### src/rtl/fetch_stage.sv
// Instruction fetch stage: owns the PC, drives the I-memory read handshake and
// buffers returned instructions ({instr, pc+4}) for the IF/ID register.
// Build option: define FETCH_PREFETCH_EN for a 2-entry prefetch buffer
// (default build uses a single entry).
module fetch_stage #(
  parameter logic [31:0] RESET_PC = 32'h0000_0000
) (
  input  logic        CLK,
  input  logic        RST,
  output logic        iREN,
  output logic [31:0] imemaddr,
  input  logic [31:0] imemload,
  input  logic        ihit,
  input  logic        redirect,
  input  logic [31:0] redirect_pc,
  input  logic        halt,
  input  logic        ifid_ready,
  output logic        valid_o,
  output logic [31:0] instr_o,
  output logic [31:0] npc_o
);

`ifdef FETCH_PREFETCH_EN
  localparam int unsigned Depth = 2;
`else
  localparam int unsigned Depth = 1;
`endif

  typedef enum logic [1:0] {StRun, StSquash, StDrainHalt, StHalted} state_e;

  state_e      r_state, w_state_nxt;
  logic [31:0] r_pc, w_pc_nxt;
  logic [31:0] r_old_addr, w_old_addr_nxt;
  logic [1:0]  r_count, w_count_nxt;
  logic [31:0] r_instr [Depth];
  logic [31:0] w_instr_nxt [Depth];
  logic [31:0] r_npc [Depth];
  logic [31:0] w_npc_nxt [Depth];

  logic        w_valid, w_pop, w_push;
  logic [1:0]  w_wr_idx;
  logic [31:0] w_target;

  assign w_valid  = (r_count != 2'd0);
  assign w_pop    = w_valid & ifid_ready;
  assign w_push   = ihit & iREN & (r_state == StRun) & ~redirect;
  // Slot the incoming entry lands in once the head has (possibly) shifted out.
  assign w_wr_idx = r_count - {1'b0, w_pop};
  assign w_target = redirect_pc & 32'hFFFF_FFFC;

  assign valid_o = w_valid;
  assign instr_o = w_valid ? r_instr[0] : 32'h0;
  assign npc_o   = w_valid ? r_npc[0] : 32'h0;

  // Memory request: address and enable per state.
  always_comb begin
    iREN     = 1'b0;
    imemaddr = r_pc;
    unique case (r_state)
      StRun:                 iREN = (r_count < 2'(Depth)) | w_pop;
      StSquash, StDrainHalt: begin
        iREN     = 1'b1;
        imemaddr = r_old_addr;
      end
      StHalted:              iREN = 1'b0;
      default:               iREN = 1'b0;
    endcase
  end

  // Next state, PC and buffer contents. Halt beats redirect beats push/pop.
  always_comb begin
    w_state_nxt    = r_state;
    w_pc_nxt       = r_pc;
    w_old_addr_nxt = r_old_addr;
    w_count_nxt    = r_count;
    w_instr_nxt    = r_instr;
    w_npc_nxt      = r_npc;
    unique case (r_state)
      StRun: begin
        if (halt || redirect) begin
          w_count_nxt = 2'd0;
          for (int i = 0; i < int'(Depth); i++) begin
            w_instr_nxt[i] = 32'h0;
            w_npc_nxt[i]   = 32'h0;
          end
        end
        if (halt) begin
          if (iREN && !ihit) begin
            w_state_nxt    = StDrainHalt;
            w_old_addr_nxt = r_pc;
          end else begin
            w_state_nxt = StHalted;
          end
        end else if (redirect) begin
          w_pc_nxt = w_target;
          // An issued request that has not completed must be drained and dropped.
          if (iREN && !ihit) begin
            w_state_nxt    = StSquash;
            w_old_addr_nxt = r_pc;
          end
        end else begin
          if (w_pop) begin
            for (int i = 0; i < int'(Depth) - 1; i++) begin
              w_instr_nxt[i] = r_instr[i+1];
              w_npc_nxt[i]   = r_npc[i+1];
            end
            w_instr_nxt[Depth-1] = 32'h0;
            w_npc_nxt[Depth-1]   = 32'h0;
          end
          if (w_push) begin
            for (int i = 0; i < int'(Depth); i++) begin
              if (w_wr_idx == 2'(i)) begin
                w_instr_nxt[i] = imemload;
                w_npc_nxt[i]   = r_pc + 32'd4;
              end
            end
            w_pc_nxt = r_pc + 32'd4;
          end
          w_count_nxt = r_count + {1'b0, w_push} - {1'b0, w_pop};
        end
      end
      StSquash: begin
        if (halt) begin
          w_state_nxt = ihit ? StHalted : StDrainHalt;
        end else begin
          if (redirect) w_pc_nxt = w_target;
          if (ihit)     w_state_nxt = StRun;
        end
      end
      StDrainHalt: begin
        if (ihit) w_state_nxt = StHalted;
      end
      StHalted: begin
        w_state_nxt = StHalted;
      end
      default: w_state_nxt = StRun;
    endcase
  end

  // State registers with synchronous reset.
  always_ff @(posedge CLK) begin
    if (RST) begin
      r_state    <= StRun;
      r_pc       <= RESET_PC;
      r_old_addr <= 32'h0;
      r_count    <= 2'd0;
      for (int i = 0; i < int'(Depth); i++) begin
        r_instr[i] <= 32'h0;
        r_npc[i]   <= 32'h0;
      end
    end else begin
      r_state    <= w_state_nxt;
      r_pc       <= w_pc_nxt;
      r_old_addr <= w_old_addr_nxt;
      r_count    <= w_count_nxt;
      r_instr    <= w_instr_nxt;
      r_npc      <= w_npc_nxt;
    end
  end

endmodule

### config.mk
export PLATFORM = sky130hd
export DESIGN_NAME = fetch_stage
export DESIGN_NICKNAME = d
export VERILOG_FILES = /design/src/rtl/fetch_stage.sv
export SDC_FILE = /design/constraint.sdc
export NUM_CORES = 1
export LEC_CHECK = 0
export CAP_MARGIN = 20
export CORE_MARGIN = 2
export CORE_UTILIZATION = 51
export CTS_CLUSTER_SIZE = 16
export DETAILED_ROUTE_END_ITERATION = 8
export PLACE_DENSITY_LB_ADDON = 0.2
export SKIP_LAST_GASP = 1
export SLEW_MARGIN = 20
export SYNTH_ARGS = -nofsm -noshare
export SYNTH_HDL_FRONTEND = slang
export SYNTH_SLANG_ARGS = --single-unit
### constraint.sdc
create_clock -name CLK -period 2.6 [get_ports CLK]
set_input_delay 0.26 -clock CLK [delete_from_list [all_inputs] [get_ports CLK]]
set_output_delay 0.26 -clock CLK [all_outputs]
set_load 0.005 [all_outputs]
Word-level counts from Yosys, hierarchy flattened
Cells that the tools add are included.
{"block": "totals", "register_bits": 132, "elab_cells": 77, "out_inout_bits": 98}
{"block": "op_classes", "bitwise": 6, "n_addsub": 4, "n_reduce_logical": 12, "magnitude_cmp": 1, "eq_ne": 11, "muxes": 37}
{"operator": "$mux 32", "count": 23}
{"operator": "$pmux 32 s2", "count": 1}
{"operator": "$add 32x3->32 const B", "count": 1}
{"operator": "$mux 2", "count": 9}
{"operator": "$ne 3x3->1 const B", "count": 3}
{"operator": "$ne 2x2->1 const B", "count": 4}
{"operator": "$pmux 2 s4", "count": 1}
{"operator": "$reduce_bool 2->1", "count": 3}
{"operator": "$reduce_and 5->1", "count": 1}
{"operator": "$and 1x1->1", "count": 4}
{"operator": "$eq 2x2->1 const B", "count": 2}
{"operator": "$logic_not 2->1", "count": 2}
{"operator": "$reduce_and 4->1", "count": 1}
{"operator": "$sub 2x1->2", "count": 2}
{"operator": "$ne 3x2->1 const B", "count": 1}
{"operator": "$pmux 1 s3", "count": 1}
{"operator": "$add 2x1->2", "count": 1}
{"operator": "$eq 2x1->1 const B", "count": 1}
{"operator": "$lt 2x1->1 const B", "count": 1}
{"operator": "$mux 1", "count": 2}
{"operator": "$reduce_and 2->1", "count": 1}
{"operator": "$reduce_or 2->1", "count": 1}
{"operator": "$logic_and 1x1->1", "count": 1}
{"operator": "$logic_not 1->1", "count": 1}
{"operator": "3 further kinds", "count": 3}

Logic depth before layout (Yosys ltp)
{"block": "depth", "depth_word": 11, "depth_mapped": 13, "ltp_nobuf": 12}

Least setup slack after synthesis
OpenSTA, ideal clock, no wires.
{"block": "synth_timing", "path_type": "reg-to-reg", "start": "register r_pc[2]", "end": "register r_npc[22] (netlist bit)", "slack_ns": 0.246, "t_required_ns": 2.542, "path_stages_with_launch": 8, "path_buffers": 1, "arrival_time_ns": 2.296, "path_cell_list": "dfxtp_1 > ha_1 > nand4_4 > or3_2 > clkbuf_1 > or4_1 > a21oi_1 > a31o_2"}
{"block": "synth_via", "elab_chain_len": 5}
{"item": "start: declaration", "line_no": "32", "rtl": "logic [31:0] r_pc, w_pc_nxt;"}
{"item": "start signal: assignment", "line_no": "153", "rtl": "r_pc <= w_pc_nxt;"}
{"item": "$add 32x3->32", "line_no": "114", "rtl": "w_npc_nxt[i] = r_pc + 32'd4;"}
{"item": "$mux 32", "line_no": "112", "rtl": "if (w_wr_idx == 2'(i)) begin"}
{"item": "$mux 32", "line_no": "110", "rtl": "if (w_push) begin"}
{"item": "$mux 32", "line_no": "94", "rtl": "end else if (redirect) begin"}
{"item": "$mux 32", "line_no": "87", "rtl": "if (halt) begin"}
{"item": "end signal: assignment", "line_no": "157", "rtl": "r_npc <= w_npc_nxt;"}
{"item": "end: declaration", "line_no": "37", "rtl": "logic [31:0] r_npc [Depth];"}
No other way between the ends.
A chain may end at the register's enable or synchronous reset.

Worst setup path after layout
{"block": "layout_timing", "start": "register r_state[0]", "end": "output port imemaddr[19]"}
{"block": "layout_via", "elab_chain_len": 3, "word_cells_on_any_way": 4, "cone_classes": "eq/ne: 2; mux: 1; reduce/logical: 1"}
{"item": "start: declaration", "line_no": "31", "rtl": "state_e r_state, w_state_nxt;"}
{"item": "start signal: assignment", "line_no": "143", "rtl": "r_state <= StRun;"}
{"item": "start signal: assignment", "line_no": "152", "rtl": "r_state <= w_state_nxt;"}
{"item": "$eq 2x2->1 or $eq 2x1->1 (tied branches)", "line_no": "59", "rtl": "unique case (r_state)"}
{"item": "$reduce_or 2->1 *", "line_no": "59"}
{"item": "$mux 32 *", "line_no": "59"}
{"item": "end: declaration", "line_no": "11", "rtl": "output logic [31:0] imemaddr,"}
Every way passes the cells marked *; elsewhere a longest branch is shown, timed or not.

==> metrics.txt <==
status completed; buffers added on ports 163; Synth Cell Area 0.00708 mm2; WS Path Type flop to output pin; Final Power 7760 uW; initial core utilization 0.516; leakage power 0.00349 uW; clock period minus worst slack 2.50 ns; total global-route track usage 0.285; R2R depth 9; pre-CTS setup slack 0.114 ns; CTS tree done; Detail Placement HPWL 14.6 mm; worst hold-check path type input port to flop; setup violators final 0; worst setup slack after layout 0.104 ns; Cell Rows 43; WP data required 2.34 ns; Most used DFF post-synth dfxtp_1; Skew-Pair Late Insertion Delay 0.43 ns; Hold Slack 0.210 ns; worst path cell trace inv_1, ha_4, buf_12, mux2_2, clkdlybuf4s50_1; Post-Syn Instances 872; Worst path slowest cell clkdlybuf4s50_1; Hold Violations, Final 0; GPL Wtd Cong 0.903; DRT iter0 DRCs 560; slew at the pin closest to its max-slew limit 0.633 ns; ANT cells 0; CP max stage delay 0.45 ns; FF-to-FF Start r_state[0]; Synth Register Bits 128; crit-path max FO 20; worst rel slew slack 0.574; compound-cell area share of the yosys netlist 0.220; share of layout cells above drive strength 1 0.144; Power Density 806 mW/mm2; Unique masters post-synth 76; CP Data Arrival Time 2.24 ns; Synth Area in XOR/XNOR 0.0297; postcts setup bufs 0; post-route ant nets 0; Routed WL 21.2 mm; drt first pass iters 5; Worst setup startpoint r_state[0]; GR Overflow Total 0; Final period util 0.960; synthesis-to-layout area growth 35.9%; die width 122 um; reg-to-reg setup timing slack 0.17 ns; clock root buffer clkbuf_16; WHS Path Cells 2; vias per inst 5.73; Post-Synth Adder-Cell Area 0.0141; Final Max Slew Viols 0; total I/O pin count 168; full die area 0.0148 mm2; worst r2r dst r_pc[25]; combinational family with the most area after synthesis simple AND/OR/NAND/NOR gates; Max Fclk 401 MHz; Final nets 1111; CP endpoint kind output pin; clock slew seen by the registers of the worst setup and hold paths 0.06 ns; Core ar. 0.0137 mm2; post-layout util 0.702; worst setup path end imemaddr[19]; number of flops mapped to enable cells by yosys 0; post-synthesis mux area share 0.0378; Setup Skew 0.0178 ns; Yosys warnings 0; CTS Buf Count 17; number of max-cap violations 0; commonest non-fill, non-tap cell in the layout clkdlybuf4s50_1; ys async rst share 0; DRC Markers 0; most frequent cells in the layout clkdlybuf4s50_1, dfxtp_1, nand2_1, a21oi_1, and2_1; VDD IR max 0.488 mV; Vias 7017; Simple-Gate Fraction of Synth Area 0.263; H-tree levels 4; first-pass GRT wire length 33.3 mm; syn_area_per_cell 8.12 um2; die height 122 um; CTS Buffer Depth 2; initial antenna violation count 0; crit start category flop; Seq/Total Area, Yosys 0.362; wire length per cell 17.3 um; number of global-route vias before repair 6471; setup repair after global routing missed its margin no; largest net degree at the start of global routing 89; Sink Count 128
-- synthesized netlist by cell type, types with 11 or more instances --
library cell / instances / area share
o31ai_1: 12 / 0.013
nand3_1: 15 / 0.011
mux2_2: 22 / 0.035
inv_1: 14 / 0.0074
nand2_1: 117 / 0.062
xnor2_1: 20 / 0.025
clkbuf_1: 50 / 0.026
nor2_1: 70 / 0.037
nor4_1: 12 / 0.011
nand4_1: 11 / 0.0097
o21ai_0: 39 / 0.028
dfxtp_1: 128 / 0.36
a21oi_1: 77 / 0.054
a22oi_1: 38 / 0.040
and2_1: 73 / 0.064
-- worst min path at each step --
stage                            from    endpoint  slack [ns]
final                             RST   r_npc[10]        0.21
after global routing              RST   r_npc[10]        0.21
after CTS                         RST   r_npc[10]        0.20
after detailed placement    r_npc[23]   r_npc[23]        0.44
after global placement       r_npc[0]    r_npc[0]        0.44
after floorplan           imemload[8]  r_instr[8]        0.40
-- sequential cells by signal, indices dropped and copies added (netlist names) --
| register | flops |
|---|---|
| r_instr | 32 |
| r_npc | 32 |
| r_old_addr | 30 |
| r_pc | 30 |
| r_count | 2 |
| r_state | 2 |
-- report_power, final --
part	internal (uW)	switching [uW]	total, uW
Sequential	2140	163	2300
Combinational	1400	1800	3200
Clock	1340	918	2260
Total	4880	2880	7760
-- through the flow --
stage	TNS [ns]	cell area [um2]	instances
2_1_floorplan	0	7090	873
3_3_place_gp	0	9020	1193
3_5_place_dp	0	9020	1193
4_1_cts	-0.0557	9620	1225
5_1_grt	0	9620	1225
6_report	0	9620	1225
-- critical path: cells and delay by family, from the launching register on --
kind / cells / cell delay (ns)
muxes: 1 / 0.35
adders and majority gates: 1 / 0.35
buffers and inverters: 3 / 0.75
DFF: 1 / 0.35
-- metal layers --
| metal | wire length (um) | global-route usage | part of all wire |
|---|---|---|---|
| met4 | 440 | 0.110 | 0.021 |
| met2 | 9820 | 0.453 | 0.46 |
| met5 | 0 | 0 | 0 |
| met3 | 1540 | 0.0679 | 0.073 |
| met1 | 9410 | 0.375 | 0.44 |
-- timing repair --
item,4_1_cts,5_1_grt
hold buffers,0,0
setup endpoints to repair,17,18
gates resized for setup,3,5
pin swaps,0,1
cloned,1,0
-- area by class of cell --
type,count,area (um2)
clock buffer,20,447
clock inverter,11,111
fill,1135,4100
inverter,15,56.3
multi-input combinational,647,4040
sequential,128,2560
tap,180,225
timing repair buffer,224,2180
-- cells by family after synthesis --
kind of cell	after synthesis
flip-flops	128
other	1
adder cells (fa/ha/maj)	8
AO/OA/AOI/OAI	234
AND/OR/NAND/NOR	355
buffers and inverters	98
XOR/XNOR	24
multiplexers	24
No activity file was read; power rests on OpenSTA's default activity.
